===== src/rtl/button_reader.sv =====
// button_reader: debounced push-button channels feeding a press/release event FIFO
// with a press counter and sticky overflow flag.
module button_reader #(
    parameter int N_BUTTONS       = 4,
    parameter int DEBOUNCE_CYCLES = 120000,
    parameter int FIFO_DEPTH      = 4
) (
    input  logic                         CLK,
    input  logic                         RESET_N,
    input  logic [N_BUTTONS-1:0]         BTN_N,
    output logic [N_BUTTONS-1:0]         STATE,
    output logic                         EVT_VALID,
    input  logic                         EVT_READY,
    output logic [$clog2(N_BUTTONS):0]   EVT_DATA,
    output logic [7:0]                   PRESS_COUNT,
    output logic                         OVERFLOW
);
    localparam int CW = $clog2(DEBOUNCE_CYCLES);
    localparam int IW = $clog2(N_BUTTONS);
    localparam int AW = $clog2(FIFO_DEPTH);

    typedef enum logic {STABLE, CHANGING} ch_t;

    ch_t            st  [N_BUTTONS];
    logic [CW-1:0]  cnt [N_BUTTONS];
    logic [IW:0]    mem [FIFO_DEPTH];
    logic [N_BUTTONS-1:0] s1, s2, smp, tog, pend, lvl, clr;
    logic [7:0]     rises;
    logic [IW-1:0]  sel;
    logic [AW:0]    wp, rp;
    logic           any, full, pop, push, drop;

    always_comb begin
        smp   = ~s2;
        tog   = '0;
        rises = '0;
        any   = 1'b0;
        sel   = '0;
        for (int i = 0; i < N_BUTTONS; i++) begin
            tog[i] = st[i] == CHANGING && smp[i] != STATE[i] && cnt[i] == CW'(DEBOUNCE_CYCLES - 1);
            rises  = rises + 8'(tog[i] & ~STATE[i]);
        end
        // Lowest index wins: scan downward so the last hit is the smallest.
        for (int i = N_BUTTONS - 1; i >= 0; i--)
            if (pend[i]) begin
                any = 1'b1;
                sel = IW'(i);
            end
        clr       = any ? N_BUTTONS'(1) << sel : '0;
        drop      = |(tog & pend & ~clr);
        full      = (wp ^ rp) == {1'b1, {AW{1'b0}}};
        EVT_VALID = wp != rp;
        EVT_DATA  = mem[rp[AW-1:0]];
        pop       = EVT_VALID & EVT_READY;
        push      = any & (~full | pop);
    end

    always_ff @(posedge CLK or negedge RESET_N) begin
        if (!RESET_N) begin
            s1          <= '1;
            s2          <= '1;
            STATE       <= '0;
            pend        <= '0;
            lvl         <= '0;
            PRESS_COUNT <= '0;
            for (int i = 0; i < N_BUTTONS; i++) begin
                st[i]  <= STABLE;
                cnt[i] <= '0;
            end
        end else begin
            s1          <= BTN_N;
            s2          <= s1;
            PRESS_COUNT <= PRESS_COUNT + rises;
            pend        <= tog | (pend & ~clr);
            for (int i = 0; i < N_BUTTONS; i++) begin
                if (tog[i])
                    lvl[i] <= smp[i];
                case (st[i])
                    STABLE: begin
                        st[i]  <= smp[i] != STATE[i] ? CHANGING : STABLE;
                        cnt[i] <= smp[i] != STATE[i] ? CW'(1) : '0;
                    end
                    default: begin
                        if (smp[i] == STATE[i] || tog[i]) begin
                            st[i]  <= STABLE;
                            cnt[i] <= '0;
                        end else
                            cnt[i] <= cnt[i] + CW'(1);
                        if (tog[i])
                            STATE[i] <= ~STATE[i];
                    end
                endcase
            end
        end
    end

    always_ff @(posedge CLK or negedge RESET_N) begin
        if (!RESET_N) begin
            wp       <= '0;
            rp       <= '0;
            OVERFLOW <= 1'b0;
            for (int i = 0; i < FIFO_DEPTH; i++)
                mem[i] <= '0;
        end else begin
            if (push) begin
                mem[wp[AW-1:0]] <= {lvl[sel], sel};
                wp              <= wp + 1'b1;
            end
            if (pop)
                rp <= rp + 1'b1;
            OVERFLOW <= OVERFLOW | drop | (any & ~push);
        end
    end
endmodule


===== config.mk =====
export PLATFORM = sky130hd
export DESIGN_NAME = button_reader
export DESIGN_NICKNAME = d
export VERILOG_FILES = /design/src/rtl/button_reader.sv
export SDC_FILE = /design/constraint.sdc
export NUM_CORES = 1
export LEC_CHECK = 0
export BUFFER_PORTS_ARGS = -buffer_cell sky130_fd_sc_hd__buf_2
export CORE_MARGIN = 4
export CORE_UTILIZATION = 38
export CTS_CLUSTER_DIAMETER = 100
export DETAILED_ROUTE_END_ITERATION = 6
export SLEW_MARGIN = 15
export SYNTH_ARGS = -nofsm -noshare
export SYNTH_HDL_FRONTEND = slang
export SYNTH_SLANG_ARGS = --single-unit
export TNS_END_PERCENT = 5

===== constraint.sdc =====
create_clock -name CLK -period 7.6 [get_ports CLK]
set_input_delay 0.76 -clock CLK [delete_from_list [all_inputs] [get_ports CLK]]
set_output_delay 0.76 -clock CLK [all_outputs]
set_load 0.02 [all_outputs]

* Word-level counts from Yosys, hierarchy flattened
Index checks and enable logic that the tools add are counted.
** Cells by class
- Add/sub/neg operators :: 10
- Multipliers :: 0
- Div/mod/pow operators :: 0
- Magnitude comparators :: 4
- Equal/unequal tests :: 14
- Shifts and indexed selects :: 1
- Mux-type cells :: 41
- Bitwise gates (word level) :: 29
- Reductions and logical operators :: 18
** Operators with widths (number)
- 2-to-1 mux 17 bit :: 8
- adder 17 x 1 -> 17 bit, second input constant :: 4
- equality test 17 bit, second input constant :: 4
- adder 8 bit :: 4
- bitwise AND 1 x 8 -> 8 bit :: 4
- inverter 1 -> 8 bit :: 4
- 2-to-1 mux 1 bit :: 21
- bitwise AND 4 bit :: 3
- bitwise mux 12 bit :: 1
- logical AND 1 bit :: 9
- 2-to-1 mux 3 bit :: 3
- 2-to-1 mux 2 bit :: 4
- inverter 4 bit :: 2
- AND reduction 2 bit :: 4
- adder 3 x 1 -> 3 bit, second input constant :: 2
- binary-select mux 3 bit (select 2 bit) :: 1
- demux 3 bit (select 2 bit) :: 1
- >= comparator 3 bit, second input constant :: 2
- inverter 1 bit :: 6
- inverter 2 -> 3 bit :: 2
- equality test 1 bit :: 4
- logical OR 1 bit :: 4
- 2-to-1 mux 4 bit :: 1
- != test 1 bit :: 4
- other kinds (11) :: 15
** Word-level totals
- Register bits after elaboration :: 119
- Latch bits :: 0
- RAM bits :: 0
- ROM bits :: 0
- Input bits :: 7
- Output and inout bits :: 17
- Word-level logic and storage cells :: 144
- Memories kept :: 0

* Logic depth before layout (Yosys ltp)
- Depth after elaboration :: 11
- Mapped depth :: 12
- Mapped depth without buffers :: 12

* Worst setup path after synthesis
No wires, ideal clock.
- Path type :: register to register
- Start :: register cnt[60] (netlist bit)
- End :: register PRESS_COUNT[6]
- Library setup time :: 0.129 ns
- Arrival time :: 3.114 ns
- Data required time :: 7.471 ns
- Setup slack :: 4.356 ns
- Stages on the path, launching flop included :: 12
- Path buffers :: 0
- Clock period less this slack :: 3.244 ns
- Cells stage by stage :: dfrtp_1 -> or4b_4 -> nor4_4 -> and2b_2 -> nand2b_1 -> fa_1 -> fa_1 -> inv_1 -> fa_1 -> and3_1 -> nand3_1 -> xnor2_1
** Between the ends
- Cells in the longest elaborated chain, start to end :: 7
** Ends and longest elaborated chain
- from (decl) :: line 25 : logic [CW-1:0] cnt [N_BUTTONS];
- from (signal, indexed assignment) :: line 81 : cnt[i] <= smp[i] != STATE[i] ? CW'(1) : '0;
- from (signal, indexed assignment) :: line 88 : cnt[i] <= cnt[i] + CW'(1);
- equality test 17 bit :: line 40 : tog[i] = st[i] == CHANGING && smp[i] != STATE[i] && cnt[i] == CW'(DEBOUNCE_CYCLES - 1);
- logical AND 1 bit :: line 40
- bitwise AND 1 x 8 -> 8 bit :: line 41 : rises = rises + 8'(tog[i] & ~STATE[i]);
- adder 8 bit (3 in series) :: line 41
- adder 8 bit :: line 73 : PRESS_COUNT <= PRESS_COUNT + rises;
- to (signal assigned) :: line 73
- to (decl) :: line 15 : output logic [7:0] PRESS_COUNT,
No other way between the ends.
A chain may end at the register's enable or synchronous reset.

* Worst setup path after layout
Ends and elaborated chain as after synthesis.

==> results list <==
* Arr. time, crit path: approximately 3.7 ns
- Final Critical Period: 3.39 ns
- In this run the horizontal extent of the chip is 130 microns.
- The number of global-route vias before repair was 3,893.
- In this run the mean area of a mapped cell was roughly 11 sq um.
- Core Footprint: 14,600 sq um
- Worst clock skew on the final layout: approximately 0.0073 ns
- Clock Sinks: ~120
- The number of pins exceeding their max-slew limit in the final report came to 0.
* Status: finished, final reports clean
- Number of cell rows: 44
- Distinct cell type count of the synthesized netlist: between 50 and 60
* Clock latency on the worst-skew pair: 0.41 ns
- Port buffering added 23 buffers.
- Initial cell density of the core: around two fifths
- Deepest clock path buffer count: 2
- Part of the total power dissipated in combinational logic: 2.0%
* Worst Reg2Reg Path Length in Cells: 11
- Dominant synthesized flop cell: sky130_fd_sc_hd__dfrtp_1
* Type of the tightest min-delay check: input port to asynchronous set/reset pin
* Number of max-capacitance violations reported: 0
- Of the total power, the share spent switching nets is 21.9%.
- Global route overflow: 0
- Fin. Hold Viols: 0
* Growth of design area from synthesis to finish: 15.9%
- The top cell type by area accounts for between 40% and 50% of the synthesized area.
* Clock-pin slew reported for the worst setup and hold paths after clock tree synthesis: 0.06 ns
- Worst Setup End Kind: flop
- Setup violations remaining at the end of the flow were counted as 0.
- Counting flops with an async set or reset pin after synthesis yields a share of 100%.
- In the final routed layout, each cell accounts on average for 14.0 microns.
- For this run, design rule violations remaining after detail routing come to 0.
- Routed Antenna Nets: 0
- Count of H-tree levels built during CTS: 4
- Area contributors post-synth: sky130_fd_sc_hd__dfrtp_1, sky130_fd_sc_hd__xor2_1, sky130_fd_sc_hd__xnor2_1, sky130_fd_sc_hd__dfstp_2, sky130_fd_sc_hd__nor2_1
* Largest fanout on the critical path: 5
- The worst-case IR drop observed on VDD is 0.000180 V.
- Design internal power: around 0.0012 W
- Register bit count reported by yosys: 119
- The final route contains between 3,000 and 4,000 vias.
* Leakage dissipation: 2.92 nW
* Floorplan die height: 130 microns
- Detailed placement HPWL: about 7.2 mm
* Inserted Clock Buffers: 17
- The cell count after synthesis came out at about 520.
- The clock network burns 54.1% of the power.
- Share of power burned in registers: between 40% and 50%
- TritonCTS built the clock tree.
- Worst slew slack as a fraction of its limit: 40.7%
- Post-CTS Hold Fix Bufs: 0
* Count of nets after finishing: 574
- Final core occ: 45.0%
- In this run the post-CTS setup repair buffer count came out at 0.
- The first detailed-routing pass took 4 iterations.
* Global-route wire length before repair: 18.5 mm
- At the end of routability-driven placement, the weighted congestion stood at about 0.82.
* Highest clock rate: 0.295 GHz
* Period utilisation layout: 44.7%
- Largest net degree at the start of global routing: 74
- Final routed wirelength across all metal layers: 10.5 mm
- GRT Util Overall: between 10% and 20%
* Number of warnings printed during yosys synthesis: 0
* Sequential cell area fraction in the yosys report: a little over half
- For this block, the initial DRC count from the detailed router was approximately 200.
* Initial antenna violation count: 0
* Startpoint of the worst register-to-register path: cnt[60]
- Worst r2r dst: PRESS_COUNT[6]
* Sum of negative setup slack: 0 ns
* Clock root cell: sky130_fd_sc_hd__clkbuf_16
- STA puts the critical path data required time at around 7.9 ns.
- Setup repair after global routing left no endpoint under its margin.
- For this design the ratio of total power to cell area is approximately 220 nW/um^2.
- The repair_antennas step left the layout with diodes totalling 0.
- Number of flops mapped to enable cells by yosys: 0
* Type of the setup path with the least slack: flop to flop
* Type of origin of the critical path: flop
- The largest total area in the synthesized netlist belongs to sky130_fd_sc_hd__dfrtp_1.
- Reg2reg setup slack: 4.21 ns
* Average vias per placed instance: 5.11
- Overall die area: 16,900 sq um
- When the netlist entered floorplanning its net count stood at 541.
* NetSw: 0.000323 W
* Quantity of gates resized following cts: 0
- Slew @ Worst Pin: 0.890 ns
- Share of cells above drive strength 1: 16.9%
- Cell area after synthesis: 5670 sq um
* I/O pin cnt: 24
## synth_stat cells, types with 2 or more instances
cell type                  instances
sky130_fd_sc_hd__o21ai_0          20
sky130_fd_sc_hd__dfstp_2           8
sky130_fd_sc_hd__and3_1            4
sky130_fd_sc_hd__nand3_1          26
sky130_fd_sc_hd__a21oi_1          17
sky130_fd_sc_hd__xnor2_1          31
sky130_fd_sc_hd__mux2i_1           2
sky130_fd_sc_hd__ha_1             10
sky130_fd_sc_hd__clkbuf_1          4
sky130_fd_sc_hd__or2_2             5
sky130_fd_sc_hd__or3_1            12
sky130_fd_sc_hd__nand4_1          18
sky130_fd_sc_hd__xor2_1           34
sky130_fd_sc_hd__o31ai_1           7
sky130_fd_sc_hd__and4_1           10
sky130_fd_sc_hd__nor2_1           55
sky130_fd_sc_hd__nor4bb_1          3
sky130_fd_sc_hd__a21boi_0          3
sky130_fd_sc_hd__inv_1            23
sky130_fd_sc_hd__dfrtp_1         111
sky130_fd_sc_hd__mux2_2           13
sky130_fd_sc_hd__buf_2             4
sky130_fd_sc_hd__mux4_2            3
sky130_fd_sc_hd__or4_1             6
sky130_fd_sc_hd__nor4_1            4
sky130_fd_sc_hd__nand2b_1          3
sky130_fd_sc_hd__and2_1            3
sky130_fd_sc_hd__nor4b_1           2
sky130_fd_sc_hd__and4b_1           4
sky130_fd_sc_hd__nand4_2           2
sky130_fd_sc_hd__fa_1              3
sky130_fd_sc_hd__nand3b_1          2
sky130_fd_sc_hd__o21a_1            3
sky130_fd_sc_hd__nor3_1           12
sky130_fd_sc_hd__nand2_1          37
## area by class of cell
type / instances / area [sq um]
clock buffers: 19 / 453
multi-input cells: 369 / 2540
inverters: 23 / 86.3
repair buffers: 24 / 125
flip-flops and latches: 119 / 2990
well taps: 184 / 230
clock inverters: 13 / 145
fillers: 1340 / 8020
## routing by layer
layer	GRT usage [%]	routed length [microns]
met5	0	0
met4	6.05	191
met3	4.54	323
met2	21.5	5100
met1	17.8	4910
## cells in the final DEF, fill, tap and decap left out, drive strengths merged, types with 19 or more instances in the layout
master / Yosys / routed
o21ai: 20 / 20
nor2: 55 / 55
nand2: 37 / 37
xnor2: 31 / 31
inv: 23 / 25
nand4: 21 / 21
buf: 6 / 24
dfrtp: 111 / 111
xor2: 34 / 34
clkbuf: 4 / 19
nand3: 27 / 27
## critical path, cell delays in order, from the launching register on
cell and delay (ns):
sky130_fd_sc_hd__dfrtp_1 0.42, sky130_fd_sc_hd__or4b_4 0.56, sky130_fd_sc_hd__nor4_4 0.31, sky130_fd_sc_hd__and2b_2 0.25, sky130_fd_sc_hd__nand2b_1 0.09, sky130_fd_sc_hd__fa_1 0.48
sky130_fd_sc_hd__fa_1 0.45, sky130_fd_sc_hd__inv_1 0.08, sky130_fd_sc_hd__fa_1 0.19, sky130_fd_sc_hd__and3_1 0.20, sky130_fd_sc_hd__nand3_1 0.10, sky130_fd_sc_hd__xnor2_1 0.13
## stage by stage
stage	hold slack, ns	power, W	cells	setup WS, ns	area [sq um]
6_report	0.344	0.00147	751	4.21	6570
5_1_grt	0.359	0.00153	751	3.90	6570
4_1_cts	0.356	0.00150	751	4.16	6570
3_5_place_dp	0.347	0.000689	719	4.19	5970
3_3_place_gp	0.346	0.000688	719	4.23	5970
2_1_floorplan	0.345	0.000671	521	4.36	5670
## power by group through the flow
| stage | clock [W] | combinational [W] | sequential, W |
|---|---|---|---|
| after floorplan | 0 | 0.0000149 | 0.000656 |
| after global placement | 0 | 0.0000308 | 0.000657 |
| after CTS | 0.000818 | 0.0000317 | 0.000647 |
| final | 0.000797 | 0.0000300 | 0.000647 |
| after global routing | 0.000845 | 0.0000359 | 0.000647 |
| after detailed placement | 0 | 0.0000316 | 0.000658 |
## kinds of logic after synthesis
| kind of cell | count (synthesis) | share of synthesized area, % |
|---|---|---|
| multiplexers | 18 | 4.13 |
| AO/OA/AOI/OAI | 54 | 5.76 |
| adder cells (fa/ha/maj) | 13 | 3.26 |
| XOR/XNOR | 65 | 10.0 |
| flip-flops | 119 | 52.7 |
| AND/OR/NAND/NOR | 219 | 21.7 |
| buffers and inverters | 33 | 2.47 |
## worst max-delay path by stage
stage	cells past startpoint	startpoint	endpoint
floorplan	11	cnt[60]	PRESS_COUNT[6]
global placement	11	cnt[60]	PRESS_COUNT[6]
detailed placement	11	cnt[60]	PRESS_COUNT[6]
CTS	11	cnt[60]	PRESS_COUNT[6]
global route	12	cnt[51]	PRESS_COUNT[6]
finish	11	cnt[60]	PRESS_COUNT[6]
## state kept, by name (all words and copies together), names as in the netlist
name         cells
pend             4
cnt             68
s1               4
PRESS_COUNT      8
OVERFLOW         1
s2               4
mem             12
rp               3
st               4
wp               3
STATE            4
lvl              4
Power figures use the tool's default switching activity.
